`src/rtl/memory_arbiter.sv`:
```
// memory_arbiter: shares one RAM port between instruction fetch and data memory.
// One RAM transaction is outstanding at a time. Address, store data and enables are
// latched at grant and held until the RAM answers ACCESS. An ERROR answer inserts a
// one-cycle RETRY gap with the enables low, then the same transaction is reissued.
// Instruction fetch is protected from data starvation by a saturating counter.
//
// Ports:
//   CLK, nRST            clock (rising edge), synchronous active-low reset
//   iREN, iaddr          instruction read request and word address
//   dREN, dWEN           data read / write request (never both high)
//   daddr, dstore        data address and store data
//   halt                 pipeline halted: no new instruction grants
//   ramstate, ramload    RAM status (FREE/BUSY/ACCESS/ERROR) and read data
//   iwait, dwait         per-requester stall, low for the completion cycle only
//   iload, dload         read data (live on completion, held afterwards)
//   ramREN, ramWEN       RAM enables
//   ramaddr, ramstore    RAM address and write data
module memory_arbiter #(
  parameter int unsigned DATA_STARVE_MAX = 4
) (
  input  logic        CLK,
  input  logic        nRST,
  input  logic        iREN,
  input  logic [31:0] iaddr,
  input  logic        dREN,
  input  logic        dWEN,
  input  logic [31:0] daddr,
  input  logic [31:0] dstore,
  input  logic        halt,
  input  logic [1:0]  ramstate,
  input  logic [31:0] ramload,
  output logic        iwait,
  output logic        dwait,
  output logic [31:0] iload,
  output logic [31:0] dload,
  output logic        ramREN,
  output logic        ramWEN,
  output logic [31:0] ramaddr,
  output logic [31:0] ramstore
);

  localparam logic [1:0] RamAccess = 2'd2;
  localparam logic [1:0] RamError  = 2'd3;
  localparam logic [3:0] StarveMax = 4'(DATA_STARVE_MAX);

  typedef enum logic [1:0] {StIdle, StData, StInstr, StRetry} state_e;

  state_e      state_q, state_d;
  logic        owner_data_q, owner_data_d;
  logic [31:0] addr_q, addr_d;
  logic [31:0] store_q, store_d;
  logic        ren_q, ren_d;
  logic        wen_q, wen_d;
  logic [31:0] iload_q, iload_d;
  logic [31:0] dload_q, dload_d;
  logic [3:0]  starve_q, starve_d;

  logic in_txn, i_done, d_done, d_win, i_win;

  always_comb begin
    in_txn = (state_q == StData) || (state_q == StInstr);
    i_done = (state_q == StInstr) && (ramstate == RamAccess);
    d_done = (state_q == StData) && (ramstate == RamAccess);
    // Data normally wins, but yields once it has starved a pending, unhalted fetch.
    d_win  = (dREN || dWEN) && ((starve_q < StarveMax) || !iREN || halt);
    i_win  = iREN && !halt;
  end

  always_comb begin
    state_d      = state_q;
    owner_data_d = owner_data_q;
    addr_d       = addr_q;
    store_d      = store_q;
    ren_d        = ren_q;
    wen_d        = wen_q;
    unique case (state_q)
      StIdle: begin
        if (d_win) begin
          state_d      = StData;
          owner_data_d = 1'b1;
          addr_d       = daddr;
          ren_d        = dREN;
          wen_d        = dWEN;
          if (dWEN) store_d = dstore;
        end else if (i_win) begin
          state_d      = StInstr;
          owner_data_d = 1'b0;
          addr_d       = iaddr;
          ren_d        = 1'b1;
          wen_d        = 1'b0;
        end
      end
      StData, StInstr: begin
        if (ramstate == RamAccess)     state_d = StIdle;
        else if (ramstate == RamError) state_d = StRetry;
      end
      StRetry: state_d = owner_data_q ? StData : StInstr;
      default: state_d = StIdle;
    endcase
  end

  always_comb begin
    starve_d = starve_q;
    if (d_done) begin
      if (!iREN)                     starve_d = 4'd0;
      else if (starve_q < StarveMax) starve_d = starve_q + 4'd1;
    end else if (i_done) begin
      starve_d = 4'd0;
    end
    iload_d = i_done ? ramload : iload_q;
    dload_d = (d_done && ren_q) ? ramload : dload_q;
  end

  always_ff @(posedge CLK) begin
    if (!nRST) begin
      state_q      <= StIdle;
      owner_data_q <= 1'b0;
      addr_q       <= '0;
      store_q      <= '0;
      ren_q        <= 1'b0;
      wen_q        <= 1'b0;
      iload_q      <= '0;
      dload_q      <= '0;
      starve_q     <= '0;
    end else begin
      state_q      <= state_d;
      owner_data_q <= owner_data_d;
      addr_q       <= addr_d;
      store_q      <= store_d;
      ren_q        <= ren_d;
      wen_q        <= wen_d;
      iload_q      <= iload_d;
      dload_q      <= dload_d;
      starve_q     <= starve_d;
    end
  end

  // Latched enables are kept through RETRY for the reissue; only the outputs are gated.
  assign ramREN   = in_txn && ren_q;
  assign ramWEN   = in_txn && wen_q;
  assign ramaddr  = addr_q;
  assign ramstore = store_q;
  assign iwait    = !i_done;
  assign dwait    = !d_done;
  assign iload    = iload_d;
  assign dload    = dload_d;

endmodule
```
`config.mk`:
```
export PLATFORM = sky130hd
export DESIGN_NAME = memory_arbiter
export DESIGN_NICKNAME = d
export VERILOG_FILES = /design/src/rtl/memory_arbiter.sv
export SDC_FILE = /design/constraint.sdc
export NUM_CORES = 1
export LEC_CHECK = 0
export ABC_AREA = 1
export CAP_MARGIN = 10
export CELL_PAD_IN_SITES_DETAIL_PLACEMENT = 1
export CELL_PAD_IN_SITES_GLOBAL_PLACEMENT = 1
export CORE_MARGIN = 2
export CORE_UTILIZATION = 29
export CTS_CLUSTER_DIAMETER = 60
export CTS_CLUSTER_SIZE = 14
export DETAILED_ROUTE_END_ITERATION = 6
export PLACE_DENSITY_LB_ADDON = 0.1
export SLEW_MARGIN = 20
export SYNTH_ARGS = -nofsm -noshare
export SYNTH_HDL_FRONTEND = slang
export SYNTH_SLANG_ARGS = --single-unit
```
`constraint.sdc`:
```
create_clock -name CLK -period 1.8 [get_ports CLK]
set_clock_uncertainty 0.2 [all_clocks]
set_input_delay 0.27 -clock CLK [delete_from_list [all_inputs] [get_ports CLK]]
set_output_delay 0.27 -clock CLK [all_outputs]
set_load 0.03 [all_outputs]
```
# --- After elaboration in Yosys (flattened, before gate mapping) ---
# Cells that the tools add are included.
word_totals:
  regBits: 137
  inputBits: 136
classes:
  addsub: 1
  magnitude_cmp: 1
  eq_ne: 8
  muxes: 19
  n_reduce_logical: 23
ops:
  columns: ["op", "count"]
  rows:
  - ["32-bit 2-to-1 mux", 4]
  - ["4-bit 2-to-1 mux", 4]
  - ["2-bit 2-to-1 mux", 5]
  - ["2-bit == test, second input constant", 4]
  - ["1-bit logical AND", 7]
  - ["3-bit inequality test, second input constant", 2]
  - ["2-bit case mux with 3 select lines", 1]
  - ["2-bit AND reduction", 3]
  - ["1-bit 2-to-1 mux", 5]
  - ["4-bit by 1-bit adder with 4-bit output, second input constant", 1]
  - ["1-bit logical NOT", 4]
  - ["1-bit logical OR", 4]
  - ["4-bit by 3-bit less-than comparator with 1-bit output, second input constant", 1]
  - ["2-bit nonzero test", 2]
  - ["3-bit by 2-bit inequality test with 1-bit output, second input constant", 1]
  - ["3-bit AND reduction", 1]
  - ["2-bit by 1-bit == test with 1-bit output, second input constant", 1]
  - ["2-bit logical NOT", 1]
  - ["2-bit OR reduction", 1]

# --- Logic depth before layout (Yosys ltp) ---
depth:
  word_depth: 6
  ltp_mapped: 10

# --- Worst setup path before layout ---
# OpenSTA, ideal clock, no wires.
synth_timing:
  path_kind: "register to output"
  startpoint: "register state_q[0]"
  endpoint: "output iload[22]"
  arrival_ns: 1.546
  t_required_ns: 1.330
  path_slack_ns: -0.216
  path_stages_with_launch: 8
  path_buffers: 1
  cell_sequence: "dfxtp_1 -> inv_1 -> ha_1 -> nand3_2 -> buf_2 -> nand2_1 -> inv_1 -> a21oi_1"
synth_between:
  elab_chain_len: 3
synth_rtl:
  columns: ["element", "line", "text"]
  rows:
  - ["from (decl)", "48", "state_e state_q, state_d;"]
  - ["from (signal assigned)", "116", "state_q <= StIdle;"]
  - ["from (signal assigned)", "126", "state_q <= state_d;"]
  - ["2-bit == test", "62", "i_done = (state_q == StInstr) && (ramstate == RamAccess);"]
  - ["1-bit logical AND", "62", null]
  - ["32-bit 2-to-1 mux", "110", "iload_d = i_done ? ramload : iload_q;"]
  - ["to (decl)", "34", "output logic [31:0] iload,"]
# No other way between the ends.

# --- Worst setup path after layout ---
layout_timing:
  startpoint: "register state_q[1]"
  endpoint: "output dload[23]"
layout_between:
  elab_chain_len: 4
layout_rtl:
  columns: ["element", "line", "text"]
  rows:
  - ["2-bit by 1-bit == test with 1-bit output", "63", "d_done = (state_q == StData) && (ramstate == RamAccess);"]
  - ["1-bit logical AND", "63", null]
  - ["1-bit logical AND", "111", "dload_d = (d_done && ren_q) ? ramload : dload_q;"]
  - ["32-bit 2-to-1 mux", "111", null]
  - ["to (decl)", "35", "output logic [31:0] dload,"]
# No other way between the ends.

==> impl_metrics.env <==
export IMPL_drive_gt1_share_pct=32.6
export IMPL_endpoint_kind="output port"
export IMPL_hold_buffers=0
export IMPL_grt_max_degree=45
export IMPL_p_seq_share_pct=26.1
export IMPL_max_cap_viol_count=0
export IMPL_holdWs_ns=0.235
export IMPL_met1_usage_pct=22.7
export IMPL_diodes=0
export IMPL_vdd_drop_max_mv=0.622
export IMPL_io_pins=268
export IMPL_timing_final_crit_period_ns=2.30
export IMPL_die_area_um2=23100
export IMPL_grt_pass1_wl_mm=36.3
export IMPL_relSlewSlack_pct=73.7
export IMPL_area_delta_synth_final_pct=87.4
export IMPL_ant_nets=0
export IMPL_r2r_slack_ns=-0.04
export IMPL_die_h_um=152
export IMPL_grt_overflow_total=0
export IMPL_cp_arrival_ns=1.83
export IMPL_cts_tree="built"
export IMPL_place_congestion=0.746
export IMPL_fmax_ghz=0.435
export IMPL_setup_viol=74
export IMPL_tightest_slew_ns=0.394
export IMPL_die_w_um=152
export IMPL_pre_cts_slack_ns=-0.401
export IMPL_wl_per_cell_um=15.4
export IMPL_finalCritPeriodShare_pct=128
export IMPL_leakagePower_nw=5.89
export IMPL_first_pass_iters=4
export IMPL_finalMaxSlewViolations=0
export IMPL_cts_root_buf="clkbuf_16"
export IMPL_setup_slack_ns=-0.497
export IMPL_num_rows=54
export IMPL_core_area_um2=21600
export IMPL_remaining_drc_errors=0
export IMPL_port_buffers=267
export IMPL_status="finished, violations left"
export IMPL_synthesis_area_um2=6340
export IMPL_syn_nets=1091
export IMPL_ys_warnings_count=0
export IMPL_synth_cells=949
export IMPL_pwr_share_comb_pct=50.3
export IMPL_htree_levels=4
export IMPL_final_nets=1453
export IMPL_drt_iter0_markers=108
export IMPL_vias=7130
export IMPL_crit_path_top_delay_cell="dfxtp_2"
export IMPL_criticalPathCategory="flip-flop to output port"
export IMPL_clkSlewWorstSetupHoldPaths_ns=0.06
export IMPL_grtUsageTotal_pct=19.2
export IMPL_cts_buffer_depth=2
export IMPL_synth_seq_area_share_pct=43.2
export IMPL_synthDistinctLibCells=23
export IMPL_hold_path_class="input port to flip-flop"
export IMPL_cp_slowest_stage_delay_ns=0.33
export IMPL_syn_avg_cell_area_um2=6.68
export IMPL_drt_wl_total_mm=24.7
export IMPL_antenna_found_initial=0
export IMPL_power_switching_w=0.00600
export IMPL_internal_power_w=0.00902
export IMPL_pwr_share_clk_pct=23.6
export IMPL_critical_path_most_common_cell="inv_2"
export IMPL_hpwl_mm=15.5
export IMPL_path_max_fanout=9
export IMPL_rsz0062_at_grt="yes"
export IMPL_grt_use_met3_pct=6.16
export IMPL_switching_share_pct=39.9
export IMPL_synth_seq_cells=137
export IMPL_use_met2_pct=33.1
export IMPL_p_per_area_nw_per_um2=1260
export IMPL_start_kind="flip-flop"
export IMPL_cts_num_sinks=137
export IMPL_worstPathRequired_ns=1.33
export IMPL_grt_pass1_vias=7124
export IMPL_initial_core_util_pct=29.3
export IMPL_avgViaCountPerCell=4.45
export IMPL_cts_buffers=17
export IMPL_worstPathCellList="inv_2, ha_4, nand3_4, inv_6, nand2_4, buf_12, nand2_1, o21ai_4, inv_2, buf_4"
export IMPL_busiest_layer="met2"
export IMPL_hold_viol_final=0
export IMPL_violations="negative setup slack"
export IMPL_clkLatencyLatePin_ns=0.41
-- state kept, by name (all words and copies together) (netlist names) --
register,flops
dload_q,32
ramaddr,32
wen_q,1
starve_q,4
iload_q,32
state_q,2
ren_q,1
owner_data_q,1
ramstore,32
-- placed cells by master, fill, tap and decap left out, types with 2 or more instances in the layout --
| cell | netlist | final |
|---|---|---|
| nor2_2 | 2 | 12 |
| a21oi_1 | 70 | 38 |
| buf_12 | 0 | 18 |
| inv_1 | 209 | 144 |
| clkbuf_1 | 9 | 2 |
| nand2_4 | 2 | 7 |
| nand3_1 | 70 | 64 |
| o21ai_4 | 0 | 16 |
| clkinv_4 | 0 | 2 |
| buf_16 | 0 | 6 |
| nand2_2 | 2 | 30 |
| inv_4 | 0 | 4 |
| nor2_1 | 104 | 92 |
| buf_4 | 4 | 106 |
| nand2_1 | 218 | 185 |
| bufinv_16 | 0 | 2 |
| dlygate4sd2_1 | 0 | 64 |
| o21ai_2 | 0 | 17 |
| nand3_4 | 0 | 4 |
| ha_4 | 0 | 3 |
| nor2_4 | 0 | 2 |
| a21oi_4 | 0 | 18 |
| inv_6 | 0 | 5 |
| clkdlybuf4s50_1 | 0 | 135 |
| a21oi_2 | 1 | 15 |
| inv_2 | 5 | 64 |
| a211oi_2 | 0 | 5 |
| ha_1 | 6 | 3 |
| a211oi_1 | 32 | 27 |
| o21ai_0 | 4 | 2 |
| clkinvlp_4 | 0 | 3 |
| nand3_2 | 2 | 4 |
| buf_6 | 9 | 54 |
| dfxtp_1 | 137 | 135 |
| clkbuf_16 | 0 | 26 |
-- synthesized netlist by cell type, drive strengths merged --
cell type | instances | area share [%]
dfxtp | 137 | 43
o21ai | 36 | 2.8
nor2 | 106 | 6.4
inv | 214 | 13
nand2 | 222 | 13
a211oi | 32 | 3.8
nand3 | 72 | 5.8
nor3 | 1 | 0.079
clkbuf | 9 | 0.53
ha | 6 | 1.2
a21oi | 71 | 5.7
buf | 42 | 4.2
a21boi | 1 | 0.12
-- logic make-up (layout without fill, tap and decap cells) --
logic type	after synthesis	after routing	synth area share, %
compound gates	140	140	12.4
fa+ha+maj	6	6	1.18
buf+inv	265	639	17.4
flops	137	137	43.2
simple gates	401	402	25.7
-- critical path, delay by kind of cell, from the launching register on --
family | cells | cell delay (ns)
adders and majority gates | 1 | 0.13
DFF | 1 | 0.33
and+or+nand+nor | 3 | 0.31
buffers and inverters | 5 | 0.56
AOI/OAI and AO/OA | 1 | 0.08
-- power groups by stage --
stage	registers, W	clock network [W]	logic [W]
final	0.00392	0.00354	0.00756
after global routing	0.00400	0.00378	0.00815
after CTS	0.00390	0.00363	0.00656
after detailed placement	0.00394	0	0.00631
after global placement	0.00392	0	0.00625
after floorplan	0.00471	0	0.00283
-- through the flow --
step	TNS (ns)	power, W	cell area (um^2)	utilization [%]	instances
floorplan	-3.26	0.00754	6480	-	949
global placement	-35.09	0.0102	9950	46.0	1540
detailed placement	-39.40	0.0102	9950	46.0	1540
CTS	-29.86	0.0141	11100	51.3	1578
global route	-37.76	0.0159	11900	55.0	1604
finish	-29.79	0.0150	11900	55.0	1604
-- path summary, 6_finish.rpt --
| kind | cells after the start | endpoint | from |
|---|---|---|---|
| max | 10 | dload[23] | state_q[1] |
| min | 3 | ramstore[23] | dstore[23] |
| max reg2reg | 11 | dload_q[25] | state_q[1] |
| min reg2reg | 2 | starve_q[3] | starve_q[3] |
-- per-layer routing --
metal	share of wire (%)	routed length [um]
met3	5.7	1410
met1	42	10400
met5	0	0
met2	50	12500
met4	1.6	390
-- layout make-up --
class                      count  area (um^2)
timing repair buffer         393         4080
clock buffer                  20          447
inverter                     214          826
fill                        2645         9730
tap                          280          350
clock inverter                12          140
sequential                   137         2750
multi-input combinational    548         3290
-- repair_timing --
action                                 in CTS  in global routing
setup endpoints to repair                 133                 77
cloned                                      5                 14
setup buffers                               2                 12
pin swaps                                   3                 13
endpoints found under the hold margin       0                  0
gates resized for setup                   194                120
Power figures use the tool's default switching activity.
